File: src/rtl/instr_loader.sv
// rtl/instr_loader.sv - boot-time byte-stream loader for the instruction memory
//
// Ports:
//   clk, rst        clock, asynchronous active-high reset
//   start           one-cycle pulse that opens a load session (ignored while busy)
//   byte_valid/data incoming byte stream; byte_ready is the registered accept
//   mem_we/addr/wdata  single-cycle word write into the instruction memory
//   busy, cpu_hold  session in progress (cpu_hold mirrors busy)
//   done, err       sticky session outcome, mutually exclusive
//   words_loaded    words written in the current session

module instr_loader #(
  parameter int ADDR_W = 10,
  parameter int DEPTH  = 1024
) (
  input  logic              clk,
  input  logic              rst,
  input  logic              start,
  input  logic              byte_valid,
  input  logic [7:0]        byte_data,
  output logic              byte_ready,
  output logic              mem_we,
  output logic [ADDR_W-1:0] mem_addr,
  output logic [31:0]       mem_wdata,
  output logic              busy,
  output logic              cpu_hold,
  output logic              done,
  output logic              err,
  output logic [ADDR_W:0]   words_loaded
);

  typedef enum logic [2:0] {
    IDLE, HDR_HI, HDR_LO, DATA, WRITE, DONE, ERR
  } state_t;

  localparam logic [16:0] DEPTH_L = 17'(DEPTH);

  state_t              state_q, state_d;
  logic [15:0]         count_q, count_d;
  logic [1:0]          idx_q, idx_d;
  logic                byte_ready_q, byte_ready_d;
  logic                mem_we_q, mem_we_d;
  logic [ADDR_W-1:0]   mem_addr_q, mem_addr_d;
  logic [31:0]         mem_wdata_q, mem_wdata_d;
  logic                busy_q, busy_d;
  logic                done_q, done_d;
  logic                err_q, err_d;
  logic [ADDR_W:0]     words_q, words_d;
  logic                accept;
  logic [15:0]         hdr;

  always_ff @(posedge clk or posedge rst) begin
    if (rst) begin
      state_q      <= IDLE;
      count_q      <= '0;
      idx_q        <= '0;
      byte_ready_q <= 1'b0;
      mem_we_q     <= 1'b0;
      mem_addr_q   <= '0;
      mem_wdata_q  <= '0;
      busy_q       <= 1'b0;
      done_q       <= 1'b0;
      err_q        <= 1'b0;
      words_q      <= '0;
    end else begin
      state_q      <= state_d;
      count_q      <= count_d;
      idx_q        <= idx_d;
      byte_ready_q <= byte_ready_d;
      mem_we_q     <= mem_we_d;
      mem_addr_q   <= mem_addr_d;
      mem_wdata_q  <= mem_wdata_d;
      busy_q       <= busy_d;
      done_q       <= done_d;
      err_q        <= err_d;
      words_q      <= words_d;
    end
  end

  always_comb begin
    state_d     = state_q;
    count_d     = count_q;
    idx_d       = idx_q;
    mem_addr_d  = mem_addr_q;
    mem_wdata_d = mem_wdata_q;
    done_d      = done_q;
    err_d       = err_q;
    words_d     = words_q;
    accept      = byte_valid & byte_ready_q;
    hdr         = {count_q[15:8], byte_data};

    case (state_q)
      IDLE, DONE, ERR: begin
        if (start) begin
          state_d    = HDR_HI;
          done_d     = 1'b0;
          err_d      = 1'b0;
          words_d    = '0;
          mem_addr_d = '0;
        end
      end
      HDR_HI: begin
        if (accept) begin
          count_d[15:8] = byte_data;
          state_d       = HDR_LO;
        end
      end
      HDR_LO: begin
        if (accept) begin
          count_d = hdr;
          if (hdr == 16'd0 || {1'b0, hdr} > DEPTH_L) begin
            state_d = ERR;
            err_d   = 1'b1;
          end else begin
            state_d = DATA;
            idx_d   = '0;
          end
        end
      end
      DATA: begin
        if (accept) begin
          // Big-endian packing: the first byte ends up in [31:24].
          mem_wdata_d = {mem_wdata_q[23:0], byte_data};
          idx_d       = idx_q + 2'd1;
          if (idx_q == 2'd3) state_d = WRITE;
        end
      end
      WRITE: begin
        words_d    = words_q + (ADDR_W+1)'(1);
        // Wraps to 0 after the DEPTH-th word, by which point we are in DONE.
        mem_addr_d = mem_addr_q + ADDR_W'(1);
        if (16'(words_q) + 16'd1 == count_q) begin
          state_d = DONE;
          done_d  = 1'b1;
        end else begin
          state_d = DATA;
        end
      end
      default: state_d = IDLE;
    endcase

    // Registered strobes are decoded from the next state so they line up
    // with the state they describe.
    byte_ready_d = (state_d == HDR_HI) || (state_d == HDR_LO) || (state_d == DATA);
    mem_we_d     = (state_d == WRITE);
    busy_d       = byte_ready_d || mem_we_d;
  end

  assign byte_ready   = byte_ready_q;
  assign mem_we       = mem_we_q;
  assign mem_addr     = mem_addr_q;
  assign mem_wdata    = mem_wdata_q;
  assign busy         = busy_q;
  assign cpu_hold     = busy_q;
  assign done         = done_q;
  assign err          = err_q;
  assign words_loaded = words_q;

endmodule

File: config.mk
export PLATFORM = sky130hd
export DESIGN_NAME = instr_loader
export DESIGN_NICKNAME = d
export VERILOG_FILES = /design/src/rtl/instr_loader.sv
export SDC_FILE = /design/constraint.sdc
export NUM_CORES = 1
export LEC_CHECK = 0
export BUFFER_PORTS_ARGS = -buffer_cell sky130_fd_sc_hd__buf_4
export CORE_MARGIN = 3
export CORE_UTILIZATION = 55
export DETAILED_ROUTE_END_ITERATION = 6
export PLACE_DENSITY_LB_ADDON = 0.2
export SLEW_MARGIN = 20
export SYNTH_ARGS = -nofsm -noshare
export SYNTH_HDL_FRONTEND = slang
export SYNTH_SLANG_ARGS = --single-unit
File: constraint.sdc
create_clock -name clk -period 2.7 [get_ports clk]
set_input_delay 0.135 -clock clk [delete_from_list [all_inputs] [get_ports clk]]
set_output_delay 0.135 -clock clk [all_outputs]
set_load 0.02 [all_outputs]
Word level (Yosys, flattened, before mapping)
Cells that the tools add are included.

Bits in registers: 79. Bits of input ports: 12. Logic and storage cells: 78.

Add/sub/neg operators: 4. $lt $le $gt $ge: 1. Eq/ne operators: 18. Muxes and demuxes: 24. Bitwise logic cells: 2. Reductions and logical operators: 17.

Operator list (count): 11-bit one-hot mux with 2 select lines (1); 3-bit 2-to-1 mux (7); 10-bit one-hot mux with 2 select lines (1); 12-bit by 16-bit equality test with 1-bit output (1); 16-bit by 11-bit > comparator with 1-bit output (second input constant) (1); 16-bit zero test (1); 8-bit one-hot mux with 2 select lines (1); 3-bit one-hot mux with 5 select lines (1); 11-bit by 1-bit adder with 12-bit output (second input constant) (1); 3-bit by 2-bit equality test with 1-bit output (second input constant) (4); 3-bit equality test (second input constant) (4); 2-bit != test (second input constant) (6); 11-bit by 1-bit adder with 11-bit output (second input constant) (1); 11-bit 2-to-1 mux (1); 10-bit by 1-bit adder with 10-bit output (second input constant) (1); 10-bit 2-to-1 mux (1); 8-bit 2-to-1 mux (1); 4-bit AND reduction (2); 3-bit by 1-bit equality test with 1-bit output (second input constant) (2); 2-bit 2-to-1 mux (3); 2-bit AND reduction (3); 3-bit AND reduction (2); 2-bit nonzero test (3); 1-bit logical OR (4); 9 further kinds (13).

Depth between registers and ports, before layout
Depth after elaboration: 9. Depth in mapped cells: 7. Depth with buffers taken out: 7.

Worst setup path after synthesis
No wires, ideal clock.

Path kind: flip-flop to flip-flop. Start: reg words_q[8], in the netlist words_loaded[8]. End: reg busy_q, in the netlist busy. Library setup time: 0.132 ns. Arrival: 2.015 ns. Required time: 2.568 ns. Slack: 0.554 ns. Cell stages (with the launch flop): 8. Cells stage by stage: dfrtp_1 clkbuf_1 and3_2 nor3b_1 mux2i_1 nand4_1 o31ai_2 o21bai_1.

Word-level cells in the longest chain between the ends: 8. Elaborated cells on any way between the ends: 11. Classes of those cells: add/sub (1); eq/ne (5); mux (2); reduce/logical (3).

Ends and longest elaborated chain: from (decl) (RTL line 48) `logic [ADDR_W:0] words_q, words_d;`; from (signal assigned) (RTL line 76) `words_q <= words_d;`; 11-bit by 1-bit adder with 12-bit output * (RTL line 132) `if (16'(words_q) + 16'd1 == count_q) begin`; 12-bit by 16-bit equality test with 1-bit output * (RTL line 132); 3-bit 2-to-1 mux * (RTL line 132); 3-bit one-hot mux with 5 select lines * (RTL line 92) `case (state_q)`; named net state_d[2] (RTL line 38) `state_t state_q, state_d;`; 3-bit by 1-bit equality test with 1-bit output / 3-bit by 2-bit equality test with 1-bit output (equally long branches) (RTL line 144) `byte_ready_d = (state_d == HDR_HI) || (state_d == HDR_LO) || (state_d == DATA);`; 1-bit logical OR (2 in a row) (RTL line 144); 1-bit logical OR * (RTL line 146) `busy_d = byte_ready_d || mem_we_d;`; named net busy_d (RTL line 45) `logic busy_q, busy_d;`; to (signal assigned) (RTL line 73) `busy_q <= busy_d;`; to (decl) (RTL line 45).

The timed path passes the listed nets; every way through them passes the cells marked *. A chain may end at the register's enable or synchronous reset.

Worst setup path in the final report
Start: reg words_q[0], in the netlist words_loaded[0]. End: reg busy_q, in the netlist busy.

Same word-level chain as after synthesis.

==> flow_metrics.env <==
export IMPL_cellLeakagePower_nw=2.26
export IMPL_syn_cell_area_um2=3830
export IMPL_grt_pass1_vias=3029
export IMPL_setup_worst_path_start="words_loaded[0]"
export IMPL_final_common_cell="nand2_1"
export IMPL_ys_ff_latch=79
export IMPL_critPathCaptureType="register"
export IMPL_ir_drop_mv=0.648
export IMPL_dieArea_um2=8000
export IMPL_clock_sinks=79
export IMPL_crit_required_ns=2.92
export IMPL_vias_per_cell=5.75
export IMPL_yosysSeqAreaShare_pct=51.6
export IMPL_multi_input_area_um2=1720
export IMPL_r2r_start="words_loaded[0]"
export IMPL_grt_usage_pct=23.6
export IMPL_wl_per_cell_um=15.3
export IMPL_yosysWarnings=0
export IMPL_totalWireLength_um=8580
export IMPL_chipHeight_um=89.5
export IMPL_worst_slew_pin_slew_ns=0.763
export IMPL_yosysUniqueCellTypes=58
export IMPL_via_count=3212
export IMPL_clock_path_buffers=2
export IMPL_numCtsBuffers=9
export IMPL_setup_violations=0
export IMPL_antenna_found_initial=0
export IMPL_antenna_cells=0
export IMPL_drc_errors=0
export IMPL_post_cts_buffers=0
export IMPL_syn_inst=409
export IMPL_cp_start_kind="register"
export IMPL_drive_gt1_share_pct=24.9
export IMPL_gp_congestion=0.834
export IMPL_cts_root_buf="clkbuf_8"
export IMPL_grt_pass1_wl_um=14700
export IMPL_fin_worst_skew_ns=0.0107
export IMPL_drt_iter0_drc=238
export IMPL_overflow=0
export IMPL_async_reset_ff_share_pct=100
export IMPL_syn_nets=424
export IMPL_status="finished, final reports clean"
export IMPL_grt_max_degree=48
export IMPL_finalHoldViolations=0
export IMPL_fillers=498
export IMPL_rows=29
export IMPL_io_pins=71
export IMPL_fin_crit_ns=2.42
export IMPL_initial_core_util_pct=58.7
export IMPL_report_final_slew_viol_count=0
export IMPL_clk_latency_ns=0.36
export IMPL_final_cell_mix="nand2_1 (116), dfrtp_1 (79), buf_4 (75)"
export IMPL_cp_arrival_ns=2.64
export IMPL_hold_class="input pin to register"
export IMPL_whs_ns=0.0136
export IMPL_cts_tree="built"
export IMPL_fin_crit_sh_pct=89.5
export IMPL_fmax_mhz=414
export IMPL_grt_setup_unrepaired="false"
export IMPL_path_max_fanout=12
export IMPL_drt_pass1_iterations=4
export IMPL_finalSetupTns_ns=0
export IMPL_min_from="byte_data[1]"
export IMPL_hpwlAfterDp_um=6000
export IMPL_ant_nets=0
export IMPL_ff_latch_area_um2=1980
export IMPL_final_nets=492
export IMPL_crit_type="register to register"
export IMPL_clk_pin_slew_ns=0.08
export IMPL_synth_ff_type="dfrtp_1"
export IMPL_port_buffers=70
export IMPL_relSlewSlack_pct=49.0
export IMPL_core_area_um2=6530
export IMPL_die_width_um=89.5
export IMPL_powerDensity_nw_per_um2=1030
export IMPL_syn2layout_area_growth_pct=21.2
export IMPL_h_tree_depth=3
export IMPL_synth_edf_count=0
export IMPL_syn_area_per_cell_um2=9.37
export IMPL_cap_violations=0
## repair_timing
action	4_1_cts	5_1_grt
hold endpoints to repair	33	1
hold buffers	2	1
resized for setup	0	0
## routing by layer
metal  vias up  global-route usage [%]  wire (um)
li1       1548                       -          -
met1      1563                    32.9       3940
met2        86                    37.9       4170
met3        15                    5.53        373
met4         0                    5.28         94
met5         -                       0          0
## report_power, final
part	switching (W)	total [W]	internal (W)	leakage [nW]
Combinational	0.00104	0.00190	0.000855	1.15
Clock	0.000451	0.000885	0.000434	0.0973
Sequential	0.000415	0.00201	0.00160	1.02
Total	0.00191	0.00480	0.00289	2.26
## worst max-delay path, cell delays in order, from the launching register on
cell and delay (ns):
dfrtp_1 0.57, ha_1 0.33, inv_1 0.10, nor3_1 0.42
mux2i_1 0.25, nand4_1 0.18, o31ai_2 0.32, o21bai_1 0.12
## area by class of cell
| type | instances | area share [%] |
|---|---|---|
| Clock buffer | 10 | 2.75 |
| Clock inverter | 6 | 1.48 |
| Inverter | 10 | 0.809 |
| Multi-Input combinational cell | 298 | 37.1 |
| Sequential cell | 79 | 42.6 |
| Tap cell | 77 | 2.08 |
| Timing Repair Buffer | 79 | 13.2 |
## final timing paths
| kind | to | slack [ns] | cells past startpoint |
|---|---|---|---|
| max | busy | 0.28 | 7 |
| min | mem_wdata[1] | 0.01 | 3 |
| max reg2reg | busy | 0.28 | 7 |
| min reg2reg | mem_wdata[31] | 0.48 | 2 |
| max in group asynchronous | words_loaded[2] | 1.56 | 4 |
| min in group asynchronous | mem_wdata[30] | 0.44 | 3 |
## kinds of logic (layout without fill, tap and decap cells)
kind of cell | Yosys count | count (layout) | share of synthesized area [%]
mux | 17 | 17 | 5.03
xor+xnor | 14 | 14 | 3.56
buf+inv | 32 | 105 | 3.53
compound gates | 74 | 74 | 12.5
simple gates | 190 | 190 | 22.8
fa+ha+maj | 3 | 3 | 0.980
flops | 79 | 79 | 51.6
## sequential cells by signal, indices dropped and copies added, names as in the netlist
signal        cells
busy              1
count_q          16
words_loaded     11
state_q           3
idx_q             2
byte_ready        1
mem_addr         10
mem_wdata        32
done              1
err               1
mem_we            1
## stage by stage
| step | instance area, um2 | setup WS (ns) | std cells | utilization, % | total power [W] |
|---|---|---|---|---|---|
| floorplan | 3830 | 0.542 | 409 | - | 0.00322 |
| global placement | 4420 | 0.499 | 540 | 67.6 | 0.00386 |
| detailed placement | 4420 | 0.330 | 540 | 67.6 | 0.00394 |
| CTS | 4630 | 0.294 | 558 | 70.9 | 0.00482 |
| global route | 4640 | 0.0883 | 559 | 71.1 | 0.00513 |
| finish | 4640 | 0.284 | 559 | 71.1 | 0.00480 |
## synth_stat cells (all sizes together) (2+ instances only)
library cell / n / area, um2
o31ai: 4 / 35.0
xnor2: 7 / 61.3
a21oi: 5 / 25.0
nand3: 9 / 45.0
nor3: 3 / 20.0
a31oi: 8 / 50.1
o21ai: 32 / 160
o211ai: 4 / 30.0
nor3b: 3 / 22.5
mux2: 15 / 173
a22oi: 3 / 22.5
nor2b: 3 / 18.8
xor2: 6 / 52.6
nand2: 116 / 435
ha: 3 / 37.5
a21o: 2 / 15.0
dfrtp: 79 / 1980
and4: 2 / 17.5
nor4: 3 / 25.0
nand4: 12 / 75.1
or3: 2 / 13.8
a211oi: 2 / 20.0
and2: 3 / 18.8
buf: 3 / 16.3
a22o: 3 / 26.3
inv: 10 / 37.5
and3: 3 / 21.3
nor2: 23 / 86.3
o41ai: 3 / 26.3
mux2i: 2 / 20.0
clkbuf: 19 / 81.3
(Power assumes the default switching activity.)
